**config.mk**
```make
export PLATFORM = sky130hd
export DESIGN_NAME = serial_seq_ctrl_flat
export DESIGN_NICKNAME = d
export VERILOG_FILES = /design/src/rtl/serial_seq_pkg.sv /design/src/rtl/serial_seq_ctrl_if.sv /design/src/rtl/serial_seq_ctrl_sat_counter.sv /design/src/rtl/serial_seq_ctrl.sv /design/src/flat_wrapper.sv
export SDC_FILE = /design/constraint.sdc
export NUM_CORES = 1
export LEC_CHECK = 0
export CAP_MARGIN = 20
export CORE_ASPECT_RATIO = 0.9
export CORE_MARGIN = 1.5
export CORE_UTILIZATION = 58
export DETAILED_ROUTE_END_ITERATION = 10
export DONT_BUFFER_PORTS = 1
export MAX_ROUTING_LAYER = met4
export PLACE_DENSITY = 0.75
export SLEW_MARGIN = 10
export SYNTH_ARGS = -nofsm -noshare
export SYNTH_HDL_FRONTEND = slang
export SYNTH_HIERARCHICAL = 1
export SYNTH_SLANG_ARGS = --single-unit
export TNS_END_PERCENT = 10
```
**constraint.sdc**
```tcl
create_clock -name cp -period 2.3 [get_ports cp]
set_input_delay 0.46 -clock cp [delete_from_list [all_inputs] [get_ports cp]]
set_output_delay 0.46 -clock cp [all_outputs]
set_load 0.02 [all_outputs]
```
**src/rtl/serial_seq_pkg.sv**
```systemverilog
// Shared types and defaults for the serial sequence controller.
// Latency: n/a (declarations only).
// Backpressure: n/a.
package serial_seq_pkg;

    typedef enum logic [1:0] {
        IDLE  = 2'b00,
        LOAD  = 2'b01,
        SHIFT = 2'b10,
        DONE  = 2'b11
    } state_t;

    localparam int PW_DEF = 8;
    localparam int CW_DEF = 4;

    // Out-of-range lengths (zero, or wider than the pattern) fall back to a full-width run.
    function automatic int eff_len(input logic [3:0] len, input int pw);
        if (len == 4'd0 || int'(len) > pw) begin
            return pw;
        end
        return int'(len);
    endfunction

endpackage

```
**src/rtl/serial_seq_ctrl_if.sv**
```systemverilog
// Bundle of run-request, serial-bit and status signals between driver and controller.
// Latency: n/a (wiring only).
// Backpressure: none; start is simply ignored while a run is in progress.
interface serial_seq_ctrl_if #(
    parameter int PW = serial_seq_pkg::PW_DEF,
    parameter int CW = serial_seq_pkg::CW_DEF
);
    logic          start;
    logic [PW-1:0] pattern;
    logic [3:0]    len;
    logic          z;
    logic          x;
    logic          x_valid;
    logic          det_clr;
    logic          busy;
    logic          done;
    logic [CW-1:0] hit_cnt;

    modport master (
        output start, pattern, len, z,
        input  x, x_valid, det_clr, busy, done, hit_cnt
    );

    modport slave (
        input  start, pattern, len, z,
        output x, x_valid, det_clr, busy, done, hit_cnt
    );
endinterface

```
**src/rtl/serial_seq_ctrl_sat_counter.sv**
```systemverilog
// Saturating up-counter with synchronous clear; clear wins over increment.
// Latency: q updates on the rising edge after clr/inc.
// Backpressure: none; holds at all-ones once saturated.
module sat_counter #(
    parameter int CW = serial_seq_pkg::CW_DEF
) (
    input  logic          cp,
    input  logic          rd,
    input  logic          clr,
    input  logic          inc,
    output logic [CW-1:0] q
);

    // Count up on inc, stick at the maximum value, clear on request.
    always_ff @(posedge cp or negedge rd) begin
        if (!rd) begin
            q <= '0;
        end else if (clr) begin
            q <= '0;
        end else if (inc && (q != {CW{1'b1}})) begin
            q <= q + 1'b1;
        end
    end

endmodule

```
**src/rtl/serial_seq_ctrl.sv**
```systemverilog
// Serialises a latched pattern MSB-first into a detector and counts its hits.
// Latency: start at edge N -> LOAD N+1 -> first bit N+2 -> done N+2+L.
// Backpressure: start is ignored outside IDLE; no stalling once a run begins.
module serial_seq_ctrl
    import serial_seq_pkg::*;
#(
    parameter int PW = PW_DEF,
    parameter int CW = CW_DEF
) (
    input  logic             cp,
    input  logic             rd,
    serial_seq_ctrl_if.slave bus
);

    localparam int BW = $clog2(PW + 1);

    state_t        state;
    state_t        state_nx;
    logic [PW-1:0] sr;
    logic [BW-1:0] bit_cnt;
    logic          accept;
    logic          last_bit;
    logic          hit_inc;
    logic [CW-1:0] hit_q;

    assign accept   = (state == IDLE) && bus.start;
    assign last_bit = (bit_cnt == BW'(1));
    assign hit_inc  = (state == SHIFT) && bus.z;

    // State register; reset abandons any run in flight.
    always_ff @(posedge cp or negedge rd) begin
        if (!rd) begin
            state <= IDLE;
        end else begin
            state <= state_nx;
        end
    end

    // Next-state: one LOAD cycle, L SHIFT cycles, one DONE cycle.
    always_comb begin
        state_nx = state;
        case (state)
            IDLE:    if (bus.start) state_nx = LOAD;
            LOAD:    state_nx = SHIFT;
            SHIFT:   if (last_bit) state_nx = DONE;
            DONE:    state_nx = IDLE;
            default: state_nx = IDLE;
        endcase
    end

    // Shift register and remaining-bit count: load on accept, consume one bit per SHIFT edge.
    always_ff @(posedge cp or negedge rd) begin
        if (!rd) begin
            sr      <= '0;
            bit_cnt <= '0;
        end else if (accept) begin
            sr      <= bus.pattern;
            bit_cnt <= BW'(eff_len(bus.len, PW));
        end else if (state == SHIFT) begin
            sr      <= {sr[PW-2:0], 1'b0};
            bit_cnt <= bit_cnt - 1'b1;
        end
    end

    // Outputs decode straight from state so reset forces them low without waiting for a clock.
    always_comb begin
        bus.x       = 1'b0;
        bus.x_valid = 1'b0;
        bus.det_clr = 1'b0;
        bus.busy    = 1'b0;
        bus.done    = 1'b0;
        case (state)
            LOAD: begin
                bus.det_clr = 1'b1;
                bus.busy    = 1'b1;
            end
            SHIFT: begin
                bus.x       = sr[PW-1];
                bus.x_valid = 1'b1;
                bus.busy    = 1'b1;
            end
            DONE:    bus.done = 1'b1;
            default: ;
        endcase
    end

    sat_counter #(.CW(CW)) u_hits (
        .cp  (cp),
        .rd  (rd),
        .clr (accept),
        .inc (hit_inc),
        .q   (hit_q)
    );

    assign bus.hit_cnt = hit_q;

endmodule

```
**src/flat_wrapper.sv**
```systemverilog
// flat-port wrapper written by rule: the top's interface ports become plain ports
module serial_seq_ctrl_flat import serial_seq_pkg::*;
#(
    parameter int PW = PW_DEF,
    parameter int CW = CW_DEF
)
  (cp, rd, bus_start, bus_pattern, bus_len, bus_z, bus_x, bus_x_valid, bus_det_clr, bus_busy, bus_done, bus_hit_cnt);
  serial_seq_ctrl_if #(.PW(PW), .CW(CW)) bus_i ();
  input  logic cp;
  input  logic rd;
  input wire logic [$bits(bus_i.start)-1:0] bus_start;
  input wire logic [$bits(bus_i.pattern)-1:0] bus_pattern;
  input wire logic [$bits(bus_i.len)-1:0] bus_len;
  input wire logic [$bits(bus_i.z)-1:0] bus_z;
  output wire logic [$bits(bus_i.x)-1:0] bus_x;
  output wire logic [$bits(bus_i.x_valid)-1:0] bus_x_valid;
  output wire logic [$bits(bus_i.det_clr)-1:0] bus_det_clr;
  output wire logic [$bits(bus_i.busy)-1:0] bus_busy;
  output wire logic [$bits(bus_i.done)-1:0] bus_done;
  output wire logic [$bits(bus_i.hit_cnt)-1:0] bus_hit_cnt;
  assign bus_i.start = bus_start;
  assign bus_i.pattern = bus_pattern;
  assign bus_i.len = bus_len;
  assign bus_i.z = bus_z;
  assign bus_x = bus_i.x;
  assign bus_x_valid = bus_i.x_valid;
  assign bus_det_clr = bus_i.det_clr;
  assign bus_busy = bus_i.busy;
  assign bus_done = bus_i.done;
  assign bus_hit_cnt = bus_i.hit_cnt;
  serial_seq_ctrl #(.PW(PW), .CW(CW)) u_core (.cp(cp), .rd(rd), .bus(bus_i));
endmodule
```
# Word-level counts from Yosys, hierarchy flattened
# Cells that the tools add are included.
[word_totals] regBits=18 in_bits=16 output_inout_bits=9 elab_cells=42
[classes] add_sub_neg=2 n_lt_le_gt_ge=1 n_eq_ne=7 muxes=18 n_reduce_logical=10
[op_table] operator="$mux W4" count=6
[op_table] operator="$mux W8" count=2
[op_table] operator="$pmux W2 S4" count=1
[op_table] operator="$mux W1" count=7
[op_table] operator="$add A4 B1 Y4 const B" count=1
[op_table] operator="$eq A2 B2 Y1 const B" count=2
[op_table] operator="$eq A4 B1 Y1 const B" count=1
[op_table] operator="$gt A4 B4 Y1 const B" count=1
[op_table] operator="$logic_not A4 Y1" count=1
[op_table] operator="$mux W2" count=2
[op_table] operator="$ne A4 B4 Y1 const B" count=1
[op_table] operator="$reduce_bool A2 Y1" count=2
[op_table] operator="$sub A4 B1 Y4 const B" count=1
[op_table] operator="$logic_and A1 B1 Y1" count=3
[op_table] operator="$eq A2 B1 Y1 const B" count=1
[op_table] operator="$logic_not A2 Y1" count=1
[op_table] operator="$ne A2 B1 Y1 const B" count=1
[op_table] operator="$ne A2 B2 Y1 const B" count=1
[op_table] operator="$reduce_and A2 Y1" count=1
[op_table] operator="$reduce_or A2 Y1" count=1
[op_table] operator="$logic_or A1 B1 Y1" count=1

# Logic depth before layout (Yosys ltp)
[depth] word_depth=6 depth_mapped=8 depth_no_buf=6

# Modules after synthesis
# Netlist, hierarchy kept.
[modules_own_cells] mod="serial_seq_ctrl" instances=1 cells_each=79 area_per_inst_um2=785.8 seq_area_each_um2=350.3
[modules_own_cells] mod="sat_counter" instances=1 cells_each=20 area_per_inst_um2=229.0 seq_area_each_um2=100.1

# Worst setup path before layout
# No wires, ideal clock.
[synth_timing] path_type="flip-flop to flip-flop" start="reg u_core.state[0]" end="reg u_core.u_hits.q[0]" setup_ns=0.125 arrival_ns=1.870 required_ns=2.175 setup_slack_ns=0.305 path_stages_with_launch=8 n_path_buf=2 period_less_slack_ns=1.995 cell_sequence="dfrtp_1 > inv_1 > ha_1 > buf_2 > buf_2 > and2_1 > nor2b_4 > mux2_4"
[synth_between] elab_chain_len=4 word_cells_on_any_way=7 classes_between="eq/ne (1); mux (1); reduce/logical (5)"
[synth_rtl] element="start: declaration" line_no="serial_seq_ctrl.sv:17" rtl="state_t state;"
[synth_rtl] element="start signal: assignment" line_no="serial_seq_ctrl.sv:35" rtl="state <= state_nx;"
[synth_rtl] element="$eq A2 B2 Y1" line_no="serial_seq_ctrl.sv:28" rtl="assign hit_inc = (state == SHIFT) && bus.z;"
[synth_rtl] element="$logic_and A1 B1 Y1" line_no="serial_seq_ctrl.sv:28"
[synth_rtl] element="named net u_core.hit_inc" line_no="serial_seq_ctrl.sv:23" rtl="logic hit_inc;"
[synth_rtl] element="$logic_and A1 B1 Y1" line_no="serial_seq_ctrl_sat_counter.sv:20" rtl="end else if (inc && (q != {CW{1'b1}})) begin"
[synth_rtl] element="$reduce_bool A2 Y1 (no line)"
[synth_rtl] element="end signal: assignment" line_no="serial_seq_ctrl_sat_counter.sv:21" rtl="q <= q + 1'b1;"
[synth_rtl] element="end: declaration" line_no="serial_seq_ctrl_sat_counter.sv:11" rtl="output logic [CW-1:0] q"
# The timed path passes the listed nets, and every way through them passes these cells.
# A chain may end at the register's enable or synchronous reset.

# Worst setup path in the final report
[layout_timing] start="reg u_core.state[0]" end="out bus_x"
[layout_between] elab_chain_len=2
[layout_rtl] element="$eq A2 B2 Y1" line_no="serial_seq_ctrl.sv:72" rtl="case (state)"
[layout_rtl] element="$mux W1" line_no="serial_seq_ctrl.sv:72"
[layout_rtl] element="end: declaration" line_no="flat_wrapper.sv:15" rtl="output wire logic [$bits(bus_i.x)-1:0] bus_x;"
# No other way between the ends.

==> summary.log <==
[status] outcome finished, final reports clean
[drt] average vias per placed instance 5.54
[critical_path] series of cell instances along the critical path inv_1 -> ha_1 -> and2_1
[critical_path] endpoint kind of the worst setup timing path output pin
[critical_path] data arrival at the endpoint of the critical path 1.58 ns
[synth] Mean Syn Cell Area 10.2 sq um
[timing] Max-slew headroom 46.1%
[final_layout] area of all placed cells without fillers 0.00109 sq mm
[critical_path] Worst R2R Setup Slack 0.50 ns
[final_layout] Syn-to-layout area delta 7.27%
[synth] number of warnings printed during yosys synthesis 6
[synth] total of flip-flops plus latches after synthesis 18
[critical_path] family of cells with the greatest summed delay on the critical path flip-flops
[synth] Mapped Cells 99
[timing] number of hold violations in the final report 0
[synth] cell taking the most area after synthesis sky130_fd_sc_hd__dfrtp_1
[floorplanning] die span in y 42.7 microns
[timing] max frequency 0.490 GHz
[critical_path] Worst setup endpoint bus_x
[grt] GRT Overall Usage 20.5%
[grt] number of global-route vias before repair 711
[floorplanning] CORE AREA 0.00166 sq mm
[final_layout] non-filler instance count after layout 126
[cts] clock tree from TritonCTS yes
[cts] clk buf depth 2
[floorplanning] DIE AREA 0.00201 sq mm
[timing] final-report setup violation count 0
[cts] total CTS buffers 3
[floorplanning] I/O pin count 25
[drt] number of optimization iterations in the first detailed-route pass 3
[critical_path] Worst path depth 3
[grt] global-route wire length before repair 2840 microns
[synth] register area share after synthesis 44.4%
[drt] DR DRC count 0
[synth] share of synthesized area spent on multiplexers 10.5%
[synth] Synth Area in Compound Gates 11.0%
[timing] clock tree skew after final layout 0.00151 ns
[timing] pin slew with the least headroom to its limit 0.806 ns
[critical_path] maximum fanout count along the critical path 7
[critical_path] R2R Path Start u_core/state[0]
[final_layout] share of final-layout standard cells stronger than drive strength 1 11.8%
[timing] share of the clock period used by the worst path 88.7%
[final_layout] leading cell types in the layout, fill and taps excluded sky130_fd_sc_hd__dfrtp_1, sky130_fd_sc_hd__a21oi_1, sky130_fd_sc_hd__mux2i_1, sky130_fd_sc_hd__nor2_1, sky130_fd_sc_hd__ha_1
[timing] RSZ-0062 raised after global routing false
[final_layout] most common library cell in the layout ignoring fill and taps sky130_fd_sc_hd__dfrtp_1
[synth] area fraction in and, or, nand and nor cells after synthesis 17.8%
[drt] Detailed Route WL 1700 microns
[floorplanning] Die Span X 47.1 microns
[worst_hold_path] path type of the worst min-delay path in -> reg
[critical_path] startpoint class of the critical path flop
[floorplanning] Initial Util 61.0%
[critical_path] WP buf/inv 1
[synth] post-synth cell types 29
[synth] Mapped Nets 123
[cts] insertion delay to the later sink of the worst-skew pair 0.29 ns
[cts] number of gates resized after CTS 0
[critical_path] WP data required 1.84 ns
[grt] initial antenna violation count 0
[timing] post-route minimum period 2.04 ns
[final_layout] final-stage net count 127
[cts] Clk Tree Root Cell sky130_fd_sc_hd__clkbuf_4
[place] cell count after placement 121
[cts] number of H-tree branching levels 1
[power_and_ir_drop] P_leak 0.489 nW
[power_and_ir_drop] maximum vdd drop 0.832 mV
[critical_path] Largest stage delay, worst path 0.42 ns
[timing] setup TNS 0 ns
[drt] number of violations reported at the end of detailed-routing iteration 0 1
[synth] largest family of logic cells by synthesized area simple AND/OR/NAND/NOR gates
[critical_path] cell with the largest stage delay on the worst path sky130_fd_sc_hd__dfrtp_1
[grt] maximum number of pins on one net before global-route repair 23
[critical_path] worst reg-to-reg path cell count 5
[critical_path] Critical R2R Capture u_core/u_hits/q[0]
[drt] ANT nets after route 0
[synth] cells taking the most area after synthesis sky130_fd_sc_hd__dfrtp_1, sky130_fd_sc_hd__ha_1, sky130_fd_sc_hd__mux2i_1
[drt] DR WL/cell 13.5 microns
[job] max_cap viols 0
[cts] number of clock sinks 18
[power_and_ir_drop] total power density per cell area 1400 mW/mm^2
[floorplanning] number of rows in the core area 14
[cts] Clk pin slew, worst setup/hold paths 0.10 ns
[critical_path] Crit Path Category reg -> out
[place] instance area at placement 0.00104 sq mm
[place] routability congestion estimate from global placement 0.789
[grt] remaining global-route overflow 0
[drt] DR vias 698
[synth] adder-cell share of the synthesized area 9.86%
[place] Port-buffer cells 0
[critical_path] source of the critical timing path u_core/state[0]
[place] DP HPWL 1300 microns
[synth] post-synth top area share 44.4%
[final_layout] Ant. Diodes 0
[timing] Final Max Tran Viols 0
[worst_hold_path] hold path startpoint bus_pattern[0]
[synth] Syn Std Cell Area 0.00101 sq mm
[synth] post-synthesis share of cell area spent on xor and xnor gates 2.59%
-- synth_stat cells (all sizes together) --
library cell,number
mux2,2
o211ai,1
and2,2
dfrtp,18
nand2,5
o32a,1
nor2,8
o21ai,3
nor3,3
and3,1
or3b,1
xor2,1
clkbuf,1
buf,3
inv,6
nand4,1
or2,1
ha,8
nor2b,3
a21oi,15
and4b,1
nand2b,3
nor4b,1
mux2i,8
xnor2,2
-- report_power, final --
part | internal [W] | switching [W]
clock | 0.0000966 | 0.0000978
combinational | 0.000328 | 0.000389
sequential | 0.000464 | 0.000146
total | 0.000888 | 0.000632
-- metrics by stage --
stage	total power [W]	worst slack, ns	utilization (%)	hold WS, ns
2_1_floorplan	0.00120	0.305	-	0.164
3_3_place_gp	0.00130	0.562	62.6	0.165
3_5_place_dp	0.00133	0.493	62.6	0.165
4_1_cts	0.00154	0.230	65.4	0.293
5_1_grt	0.00165	0.145	65.4	0.304
6_report	0.00152	0.259	65.4	0.304
-- timing repair --
item                      CTS  global route
hold endpoints to repair   18             0
buffers inserted            0             0
hold buffers                1             0
-- cells by family (layout without fill, tap and decap cells) --
logic type | Yosys count | in the layout
and+or+nand+nor | 30 | 30
AOI/OAI and AO/OA | 20 | 20
muxes | 10 | 10
adders and majority gates | 8 | 8
DFF | 18 | 18
xor gates and xnor gates | 3 | 3
buffers and inverters | 10 | 13
-- flip-flops by register name, indices dropped and copies added (netlist names) --
name             count
u_core/sr            8
u_core/u_hits/q      4
u_core/bit_cnt       4
u_core/state         2
-- routing by layer --
layer	track usage (%)	routed length, microns	up-vias
li1	-	-	348
met1	24.4	741	326
met2	32.6	829	22
met3	3.83	109	2
met4	10.0	21	0
met5	-	0	-
-- worst reg2reg max path, stage by stage, from the launching register on --
cell and delay [ns]:
sky130_fd_sc_hd__dfrtp_1 0.42, sky130_fd_sc_hd__inv_1 0.12, sky130_fd_sc_hd__ha_1 0.42, sky130_fd_sc_hd__and2_1 0.24, sky130_fd_sc_hd__nor2b_4 0.19, sky130_fd_sc_hd__mux2_4 0.30
-- how the worst min path moves through the flow --
| stage | end | slack (ns) | cells after the start |
|---|---|---|---|
| after floorplan | u_core/bit_cnt[0] | 0.16 | 0 |
| after global placement | u_core/u_hits/q[2] | 0.16 | 0 |
| after detailed placement | u_core/state[0] | 0.16 | 0 |
| after CTS | u_core/sr[0] | 0.29 | 2 |
| after global routing | u_core/sr[0] | 0.30 | 2 |
| final | u_core/sr[0] | 0.30 | 2 |
-- final cells by class --
type                    instances  area (sq um)
well taps                      24          30.0
fillers                       143           576
flip-flops and latches         18           450
clock buffers                   4          36.3
repair buffers                  3          25.0
inverters                       6          22.5
multi-input cells              71           524
Note: power is estimated with default switching activity, not from simulation.
